`src/rtl/ps2_scancode_decoder.sv`:
```
`default_nettype none
// ============================================================================
//  Module      : ps2_scancode_decoder
//  Description : Strips PS/2 Set-2 prefixes (E0, F0, E1 Pause) from received
//                bytes and queues one {brk, ext, code} event per key action
//                in a first-word-fall-through FIFO. Keyboard control replies
//                are routed to a separate pulse port. Receive errors are
//                counted in a saturating counter.
//  Options     : define PS2_TYPEMATIC_FILTER_EN to suppress auto-repeated
//                make events of the most recently pressed key.
//  Revision    : 1.0 - initial release
// ============================================================================
module ps2_scancode_decoder #(
  parameter int DEPTH_LOG2 = 4,
  parameter int ERRCNT_W   = 8
) (
  input  logic                  clk,
  input  logic                  rst,
  input  logic                  rx_int_i,
  input  logic [7:0]            rx_data_i,
  input  logic [2:0]            rx_err_i,
  output logic                  evt_valid_o,
  output logic [9:0]            evt_data_o,
  input  logic                  evt_pop_i,
  output logic [DEPTH_LOG2:0]   evt_count_o,
  output logic                  ctrl_valid_o,
  output logic [7:0]            ctrl_code_o,
  output logic                  overflow_o,
  output logic [ERRCNT_W-1:0]   err_count_o,
  input  logic                  clr_i
);

  localparam int                  DEPTH      = 1 << DEPTH_LOG2;
  localparam logic [DEPTH_LOG2:0] FULL_COUNT = (DEPTH_LOG2+1)'(DEPTH);

  localparam logic [7:0] c_E0   = 8'hE0;
  localparam logic [7:0] c_F0   = 8'hF0;
  localparam logic [7:0] c_E1   = 8'hE1;
  localparam logic [2:0] c_SKIP = 3'd7;   // bytes following E1 in a Pause sequence

  typedef enum logic [2:0] {
    S_IDLE = 3'd0,
    S_E0   = 3'd1,
    S_F0   = 3'd2,
    S_E0F0 = 3'd3,
    S_E1   = 3'd4
  } state_t;

  // Byte strobe and prefix state
  state_t       state_q;
  logic [2:0]   skip_q;
  logic         rx_int_q;
  logic         strobe;
  logic         rx_bad;

  // Decoded request for the current strobe
  logic         ev_req;
  logic [9:0]   ev_word;
  logic         ctrl_req;

  // Registered decoder outputs, consumed one cycle later
  logic         push_q;
  logic [9:0]   push_word_q;
  logic         ctrl_pend_q;
  logic [7:0]   ctrl_byte_q;
  logic         err_pend_q;

  // Event FIFO
  logic [9:0]            mem_q [DEPTH];
  logic [DEPTH_LOG2-1:0] wr_ptr_q;
  logic [DEPTH_LOG2-1:0] rd_ptr_q;
  logic [DEPTH_LOG2:0]   count_q;
  logic                  full;
  logic                  empty;
  logic                  push_ok;
  logic                  pop_ok;

  // Status outputs
  logic                  ctrl_valid_q;
  logic [7:0]            ctrl_code_q;
  logic                  overflow_q;
  logic [ERRCNT_W-1:0]   err_count_q;

`ifdef PS2_TYPEMATIC_FILTER_EN
  logic [8:0]   held_key_q;
  logic         held_vld_q;
`endif

  assign strobe = rx_int_i & ~rx_int_q;
  assign rx_bad = (rx_err_i != 3'd0);

  // Decode the strobed byte against the current prefix state
  always_comb begin
    ev_req   = 1'b0;
    ev_word  = {2'b00, rx_data_i};
    ctrl_req = 1'b0;
    if (strobe && !rx_bad) begin
      case (state_q)
        S_IDLE: begin
          case (rx_data_i)
            c_E0, c_F0, c_E1: ;
            8'hFA, 8'hAA, 8'hFE, 8'hEE, 8'h00, 8'hFF: ctrl_req = 1'b1;
            default: ev_req = 1'b1;
          endcase
        end
        S_E0: begin
          if (rx_data_i != c_F0) begin
            ev_req  = 1'b1;
            ev_word = {2'b01, rx_data_i};
          end
        end
        S_F0: begin
          ev_req  = 1'b1;
          ev_word = {2'b10, rx_data_i};
        end
        S_E0F0: begin
          ev_req  = 1'b1;
          ev_word = {2'b11, rx_data_i};
        end
        S_E1: begin
          if (skip_q == 3'd1) begin
            ev_req  = 1'b1;
            ev_word = {2'b00, c_E1};
          end
        end
        default: ;
      endcase
    end
  end

  // Prefix FSM with registered push / control / error requests
  always_ff @(posedge clk) begin
    if (rst) begin
      state_q     <= S_IDLE;
      skip_q      <= 3'd0;
      rx_int_q    <= 1'b0;
      push_q      <= 1'b0;
      push_word_q <= 10'd0;
      ctrl_pend_q <= 1'b0;
      ctrl_byte_q <= 8'h00;
      err_pend_q  <= 1'b0;
`ifdef PS2_TYPEMATIC_FILTER_EN
      held_key_q  <= 9'd0;
      held_vld_q  <= 1'b0;
`endif
    end else begin
      rx_int_q    <= rx_int_i;
      push_q      <= 1'b0;
      ctrl_pend_q <= 1'b0;
      err_pend_q  <= 1'b0;
      push_word_q <= ev_word;

      if (strobe) begin
        if (rx_bad) begin
          state_q    <= S_IDLE;
          err_pend_q <= 1'b1;
`ifdef PS2_TYPEMATIC_FILTER_EN
          held_vld_q <= 1'b0;
`endif
        end else begin
          case (state_q)
            S_IDLE: begin
              if (rx_data_i == c_E0) begin
                state_q <= S_E0;
              end else if (rx_data_i == c_F0) begin
                state_q <= S_F0;
              end else if (rx_data_i == c_E1) begin
                state_q <= S_E1;
                skip_q  <= c_SKIP;
              end
            end
            S_E0:    state_q <= (rx_data_i == c_F0) ? S_E0F0 : S_IDLE;
            S_F0:    state_q <= S_IDLE;
            S_E0F0:  state_q <= S_IDLE;
            S_E1: begin
              skip_q <= skip_q - 3'd1;
              if (skip_q == 3'd1) begin
                state_q <= S_IDLE;
              end
            end
            default: state_q <= S_IDLE;
          endcase
        end
      end

      if (ctrl_req) begin
        ctrl_pend_q <= 1'b1;
        ctrl_byte_q <= rx_data_i;
      end

`ifdef PS2_TYPEMATIC_FILTER_EN
      if (ev_req) begin
        if (!ev_word[9]) begin
          // A repeat of the held make is swallowed; a new make takes its place
          if (!(held_vld_q && held_key_q == ev_word[8:0])) begin
            held_key_q <= ev_word[8:0];
            held_vld_q <= 1'b1;
            push_q     <= 1'b1;
          end
        end else begin
          if (held_vld_q && held_key_q == ev_word[8:0]) begin
            held_vld_q <= 1'b0;
          end
          push_q <= 1'b1;
        end
      end
`else
      if (ev_req) begin
        push_q <= 1'b1;
      end
`endif
    end
  end

  assign full    = (count_q == FULL_COUNT);
  assign empty   = (count_q == '0);
  assign pop_ok  = evt_pop_i & ~empty;
  assign push_ok = push_q & (~full | evt_pop_i);

  // FIFO storage; contents need no reset since the pointers qualify them
  always_ff @(posedge clk) begin
    if (push_ok) begin
      mem_q[wr_ptr_q] <= push_word_q;
    end
  end

  // FIFO pointers, occupancy and sticky overflow
  always_ff @(posedge clk) begin
    if (rst) begin
      wr_ptr_q   <= '0;
      rd_ptr_q   <= '0;
      count_q    <= '0;
      overflow_q <= 1'b0;
    end else begin
      if (push_ok) begin
        wr_ptr_q <= wr_ptr_q + DEPTH_LOG2'(1);
      end
      if (pop_ok) begin
        rd_ptr_q <= rd_ptr_q + DEPTH_LOG2'(1);
      end
      case ({push_ok, pop_ok})
        2'b10:   count_q <= count_q + (DEPTH_LOG2+1)'(1);
        2'b01:   count_q <= count_q - (DEPTH_LOG2+1)'(1);
        default: count_q <= count_q;
      endcase
      if (push_q && !push_ok) begin
        overflow_q <= 1'b1;
      end else if (clr_i) begin
        overflow_q <= 1'b0;
      end
    end
  end

  // Control reply pulse and saturating error counter
  always_ff @(posedge clk) begin
    if (rst) begin
      ctrl_valid_q <= 1'b0;
      ctrl_code_q  <= 8'h00;
      err_count_q  <= '0;
    end else begin
      ctrl_valid_q <= ctrl_pend_q;
      if (ctrl_pend_q) begin
        ctrl_code_q <= ctrl_byte_q;
      end
      if (err_pend_q) begin
        if (clr_i) begin
          err_count_q <= ERRCNT_W'(1);
        end else if (err_count_q != '1) begin
          err_count_q <= err_count_q + ERRCNT_W'(1);
        end
      end else if (clr_i) begin
        err_count_q <= '0;
      end
    end
  end

  assign evt_valid_o  = ~empty;
  assign evt_data_o   = mem_q[rd_ptr_q];
  assign evt_count_o  = count_q;
  assign ctrl_valid_o = ctrl_valid_q;
  assign ctrl_code_o  = ctrl_code_q;
  assign overflow_o   = overflow_q;
  assign err_count_o  = err_count_q;

endmodule
`default_nettype wire

```
`config.mk`:
```
export PLATFORM = sky130hd
export DESIGN_NAME = ps2_scancode_decoder
export DESIGN_NICKNAME = d
export VERILOG_FILES = /design/src/rtl/ps2_scancode_decoder.sv
export SDC_FILE = /design/constraint.sdc
export NUM_CORES = 1
export LEC_CHECK = 0
export ABC_AREA = 0
export BUFFER_PORTS_ARGS = -buffer_cell sky130_fd_sc_hd__buf_4
export CORE_UTILIZATION = 68
export CTS_BUF_LIST = sky130_fd_sc_hd__clkbuf_4 sky130_fd_sc_hd__clkbuf_8
export DETAILED_ROUTE_END_ITERATION = 8
export PLACE_DENSITY = 0.88
export SYNTH_ARGS = -nofsm -noshare
export SYNTH_HDL_FRONTEND = slang
export SYNTH_SLANG_ARGS = --single-unit
```
`constraint.sdc`:
```
create_clock -name clk -period 8.47 [get_ports clk]
set_input_delay 0.847 -clock clk [delete_from_list [all_inputs] [get_ports clk]]
set_output_delay 0.847 -clock clk [all_outputs]
set_load 0.02 [all_outputs]
```
# Word level (Yosys, flattened, before mapping)
# Memories as Yosys holds them, arrays and structs flattened. A register that Yosys moved wholly into a read port is not among the register bits.
# Index checks and enable logic that the tools add are counted.
[classes]
reduce_logical = 21
eq_ne = 23
n_bitwise = 10
mux = 37
addsub = 6
[op_table]
columns = ["operator", "count"]
rows = [
  ["equality test 8 bit, second input constant", 8],
  ["two-way mux 8 bit", 6],
  ["case mux 10 bit (4 select lines)", 1],
  ["two-way mux 3 bit", 8],
  ["!= test 8 bit, second input constant", 2],
  ["two-way mux 1 bit", 14],
  ["case mux 5 bit (2 select lines)", 1],
  ["nonzero test 2 bit", 5],
  ["two-way mux 9 bit", 1],
  ["case mux 3 bit (3 select lines)", 1],
  ["OR reduction 9 bit", 1],
  ["adder 4 x 1 -> 4 bit, second input constant", 2],
  ["adder 8 x 1 -> 8 bit, second input constant", 1],
  ["zero test 8 bit", 1],
  ["two-way mux 4 bit", 2],
  ["equality test 3 x 1 -> 1 bit, second input constant", 2],
  ["equality test 3 x 2 -> 1 bit, second input constant", 2],
  ["!= test 2 bit, second input constant", 3],
  ["NOT 1 bit", 6],
  ["case mux 3 bit (2 select lines)", 1],
  ["AND reduction 6 bit", 1],
  ["OR reduction 2 bit", 3],
  ["OR reduction 6 bit", 1],
  ["adder 5 x 1 -> 5 bit, second input constant", 1],
  ["other kinds (19)", 23],
]
[totals]
in_bits = 16
memories = 1
word_cells = 114
mem_bits_rw = 160
regBits = 59
[mem_list]
columns = ["memory", "depth", "word_bits", "read_ports", "rd_ports_with_merged_regs", "write_ports", "line_no", "rtl"]
rows = [
  ["mem_q", 16, 10, 1, 1, 1, "69", "logic [9:0] mem_q [DEPTH];"],
]

# Logic depth before layout (Yosys ltp)
[logic_depth]
ltp_word = 7
mapped_depth = 13
ltp_nobuf = 10

# Worst setup path before layout
# OpenSTA, ideal clock, no wires.
[synth_path]
path_type = "register to register"
startpoint = "register count_q[1] (netlist: evt_count_o[1])"
endpoint = "register count_q[2] (netlist: evt_count_o[2])"
slack_ns = 5.547
t_required_ns = 8.399
t_arrival_ns = 2.853
setup_ns = 0.071
path_stages_with_launch = 14
n_path_buf = 3
path_cell_list = "dfxtp_1 > buf_6 > or4_4 > buf_6 > o21a_4 > clkinv_4 > ha_1 > clkbuf_1 > xor2_1 > ha_1 > a21oi_1 > xor2_1 > or3_1 > a21oi_1"
[synth_via]
elab_chain_cells = 6
word_cells_on_any_way = 13
cone_classes = "add/sub (2); eq/ne (3); mux (1); bitwise (5); reduce/logical (2)"
[synth_rtl]
columns = ["item", "line_no", "rtl"]
rows = [
  ["start, declared", "72", "logic [DEPTH_LOG2:0] count_q;"],
  ["start signal, assigned", "242", "2'b10: count_q <= count_q + (DEPTH_LOG2+1)'(1);"],
  ["start signal, assigned", "243", "2'b01: count_q <= count_q - (DEPTH_LOG2+1)'(1);"],
  ["start signal, assigned", "244", "default: count_q <= count_q;"],
  ["equality test 5 bit", "215", "assign full = (count_q == FULL_COUNT);"],
  ["NOT 1 bit", "218", "assign push_ok = push_q & (~full | evt_pop_i);"],
  ["bitwise OR 1 bit", "218", ""],
  ["bitwise AND 1 bit", "218", ""],
  ["equality test 2 x 1 -> 1 bit or equality test 2 bit (tied branches)", "241", "case ({push_ok, pop_ok})"],
  ["case mux 5 bit (2 select lines) or nonzero test 2 bit (tied branches)", "--", ""],
]
# Several ways; a longest one is shown, not always the timed one.
# A chain may end at the register's enable or synchronous reset.

==> parameters.txt <==
Parameter                              Value

Pwr
  Internal power of the cells    1750 uW
  Switching power summed over all nets    513 uW
  Total design power    2260 uW
  Relative contribution of sequential cells to total power    52.7%
  Leak pwr    0.00350 uW
  Switching portion of total power    22.7%
  Clock share of power    37.3%
  Power density normalized to cell area    223 nW/um2
  Share of total power in combinational logic    10.0%
  Maximum VDD drop    0.139 mV

Finish
  Share of final-layout standard cells stronger than drive strength 1    27.5%
  Net count of the finished layout    655
  Final standard cell utilization of the core    79.9%
  Post-synthesis to final-layout area growth    13.2%
  Total inserted antenna cells    0

Yosys
  Biggest area contributors in the synthesized netlist    sky130_fd_sc_hd__edfxtp_1, sky130_fd_sc_hd__dfxtp_1, sky130_fd_sc_hd__mux4_2
  Number of flops mapped to enable cells by yosys    160
  Number of distinct library cells after synthesis    64
  Commonest cells post-synth    sky130_fd_sc_hd__edfxtp_1, sky130_fd_sc_hd__dfxtp_1, sky130_fd_sc_hd__mux4_2
  Most numerous cell in the Yosys netlist    sky130_fd_sc_hd__edfxtp_1
  Cell accounting for the most synthesized area    sky130_fd_sc_hd__edfxtp_1
  Net count of the mapped netlist    587
  Area share of fa/ha/maj cells after synthesis    1.67%
  Most used DFF post-synth    sky130_fd_sc_hd__edfxtp_1
  Area fraction in and, or, nand and nor cells after synthesis    7.87%
  Number of storage elements in the synthesis netlist    223
  Synthesized netlist cell count    559
  Synthesized-area fraction occupied by ao, oa, aoi and oai cells    5.33%
  Avg Inst Size Synth    16.1 um2
  Mux contribution to synthesized area    14.3%
  Area fraction of the dominant cell type after synthesis    53.5%
  Seq/Total Area, Yosys    67.6%
  Count of yosys warnings during synthesis    0
  Fraction of registers with async set or reset after synthesis    0%
  Cell area after synthesis    8970 um2
  Dominant combinational cell family by area after synthesis    multiplexers
  Share of the synthesized netlist area taken by xor and xnor gates    1.07%

Global route
  Number of global-route vias before repair    5158
  Initial antenna violation count    1
  Aggregate global routing overflow    0
  First-pass GRT wire length    27800 um
  Maximum number of pins on one net before global-route repair    41
  Global Route Usage Sum    28.4%

Route
  Number of detailed-route iterations in the first pass    6
  Routed WL per cell    22.2 um
  Total via count after detailed routing    5171
  Drc violations    0
  Antenna viol nets, final    0
  Initial drt markers    553
  Vias per std cell    6.28
  Final wirelength    18300 um

STA
  Remaining max-slew budget at the tightest pin    11.3%
  Ratio of final minimum period to clock period    44.3%
  Slew at the pin closest to its max-slew limit    1.32 ns
  Final hold violation count    0
  Highest clock frequency the design can meet    0.267 GHz
  Setup repair after global routing missed its margin    no
  Total negative slack for setup checks    0 ns
  Post-layout min period    3.75 ns
  Count of pins over their slew limit    0
  Post-route clock skew    0.0154 ns
  Setup violations, final    0

Placement
  Gp weighted congestion    0.839
  Count of buffers inserted at the top-level ports    49
  Detailed placer's ending HPWL    11900 um

Critical path
  Slowest library cell on the worst path    sky130_fd_sc_hd__mux4_2
  Highest fanout seen on the critical path    40
  Element type at the critical path start    flip-flop
  Crit. End Element    output pin
  CP Data Arrival Time    2.90 ns
  Worst setup path class    reg2out
  Critical Path RT    7.62 ns
  Slowest Stage Delay on Critical Path    0.71 ns
  Ordered list of cells on the worst path    buf_4, mux4_2, mux4_2, buf_4

Floorplanning
  Number of top-level pins    50
  Die width    117 um
  Starting density of the core    70.5%
  Core region area    12700 um2
  Die area    13700 um2
  Die height    117 um
  Cell row count    41

Outcome
  Run status    completed

CTS
  Clock tree from TritonCTS    done
  Clock Tree Root    sky130_fd_sc_hd__clkbuf_8
  Post-cts repair resize count    0
  Insertion delay of the later-clocked pin in the worst-skew pair    0.49 ns
  Post-cts hold buffer count    0
  H-tree level count    2
  CTS sink count    223
  Longest Clk Path Bufs    3
  Clock transition at path regs    0.06 ns
  CTS buffer count    34
  Post-CTS setup repair buffer count    0

Run
  Max_cap viols    0

Min path
  Hold crit path type    reg2reg
[worst max-delay path: cells and delay by family, from the launching register on]
kind / cells / cell delay [ns]
muxes: 2 / 1.28
DFF: 1 / 0.31
buffers and inverters: 2 / 0.78
[per-stage QoR]
step	hold WS (ns)	instance area (um2)	std cells	setup WS, ns
2_1_floorplan	0.434	8970	559	5.55
3_3_place_gp	0.446	9500	763	5.37
3_5_place_dp	0.458	9500	763	5.18
4_1_cts	0.466	10200	823	4.70
5_1_grt	0.486	10200	823	4.60
6_report	0.462	10200	823	4.72
[power groups by stage]
stage	combinational, uW	sequential, uW	clock, uW
finish	226	1190	844
global route	246	1190	895
CTS	229	1190	855
detailed placement	229	1220	0
global placement	218	1210	0
floorplan	173	1210	0
[placed cells by master, fill, tap and decap left out, drive strengths merged, types with 9 or more instances in the layout]
| cell | n |
|---|---|
| nand2 | 28 |
| ha | 12 |
| mux4 | 50 |
| inv | 13 |
| edfxtp | 160 |
| mux2i | 16 |
| clkbuf | 52 |
| a21oi | 17 |
| o21ai | 11 |
| dfxtp | 63 |
| nor2 | 45 |
| buf | 59 |
| nand3 | 12 |
| clkinv | 9 |
| nor3 | 13 |
| xor2 | 10 |
[per-layer routing]
layer  wire (um)  up-vias  global-route usage, %  part of all wire [%]
met1        7010     2539                   35.9                    38
met5           8        -                      0                 0.044
met3        1510       64                   6.18                   8.3
li1            -     2310                      -                     -
met4         630        2                   13.2                   3.4
met2        9130      256                   47.6                    50
[cells by family after synthesis]
family                   count (synthesis)
AO/OA/AOI/OAI                           64
buffers and inverters                   42
flip-flops                             223
adder cells (fa/ha/maj)                 12
AND/OR/NAND/NOR                        141
XOR/XNOR                                11
multiplexers                            66
[flip-flops by register name (all words and copies together), names as in the netlist, named ones only]
register,cells
overflow_o,1
push_q,1
ctrl_code_o,8
ctrl_pend_q,1
evt_count_o,5
skip_q,3
err_pend_q,1
rd_ptr_q,4
state_q,3
mem_q,160
push_word_q,10
rx_int_q,1
ctrl_byte_q,8
err_count_o,8
wr_ptr_q,4
ctrl_valid_o,1
[layout make-up]
| cell class | instances | area, um2 |
|---|---|---|
| Sequential cell | 223 | 6070 |
| Clock inverter | 8 | 36.3 |
| Inverter | 15 | 61.3 |
| Timing Repair Buffer | 59 | 443 |
| Tap cell | 172 | 215 |
| Fill cell | 689 | 2560 |
| Multi-Input combinational cell | 294 | 2720 |
| Clock buffer | 52 | 622 |
[worst paths after layout]
kind                                             startpoint                          end  slack, ns  cells after the start
worst max register to register  evt_count_o[1]$_SDFFE_PP0P_  evt_count_o[4]$_SDFFE_PP0P_       5.49                      9
worst max-delay path                              flip-flop                evt_data_o[1]       4.72                      4
worst min register to register  ctrl_byte_q[5]$_SDFFE_PP0P_  ctrl_byte_q[5]$_SDFFE_PP0P_       0.46                      2
worst min-delay path            ctrl_byte_q[5]$_SDFFE_PP0P_  ctrl_byte_q[5]$_SDFFE_PP0P_       0.46                      2
Note: power is estimated with default switching activity, not from simulation.
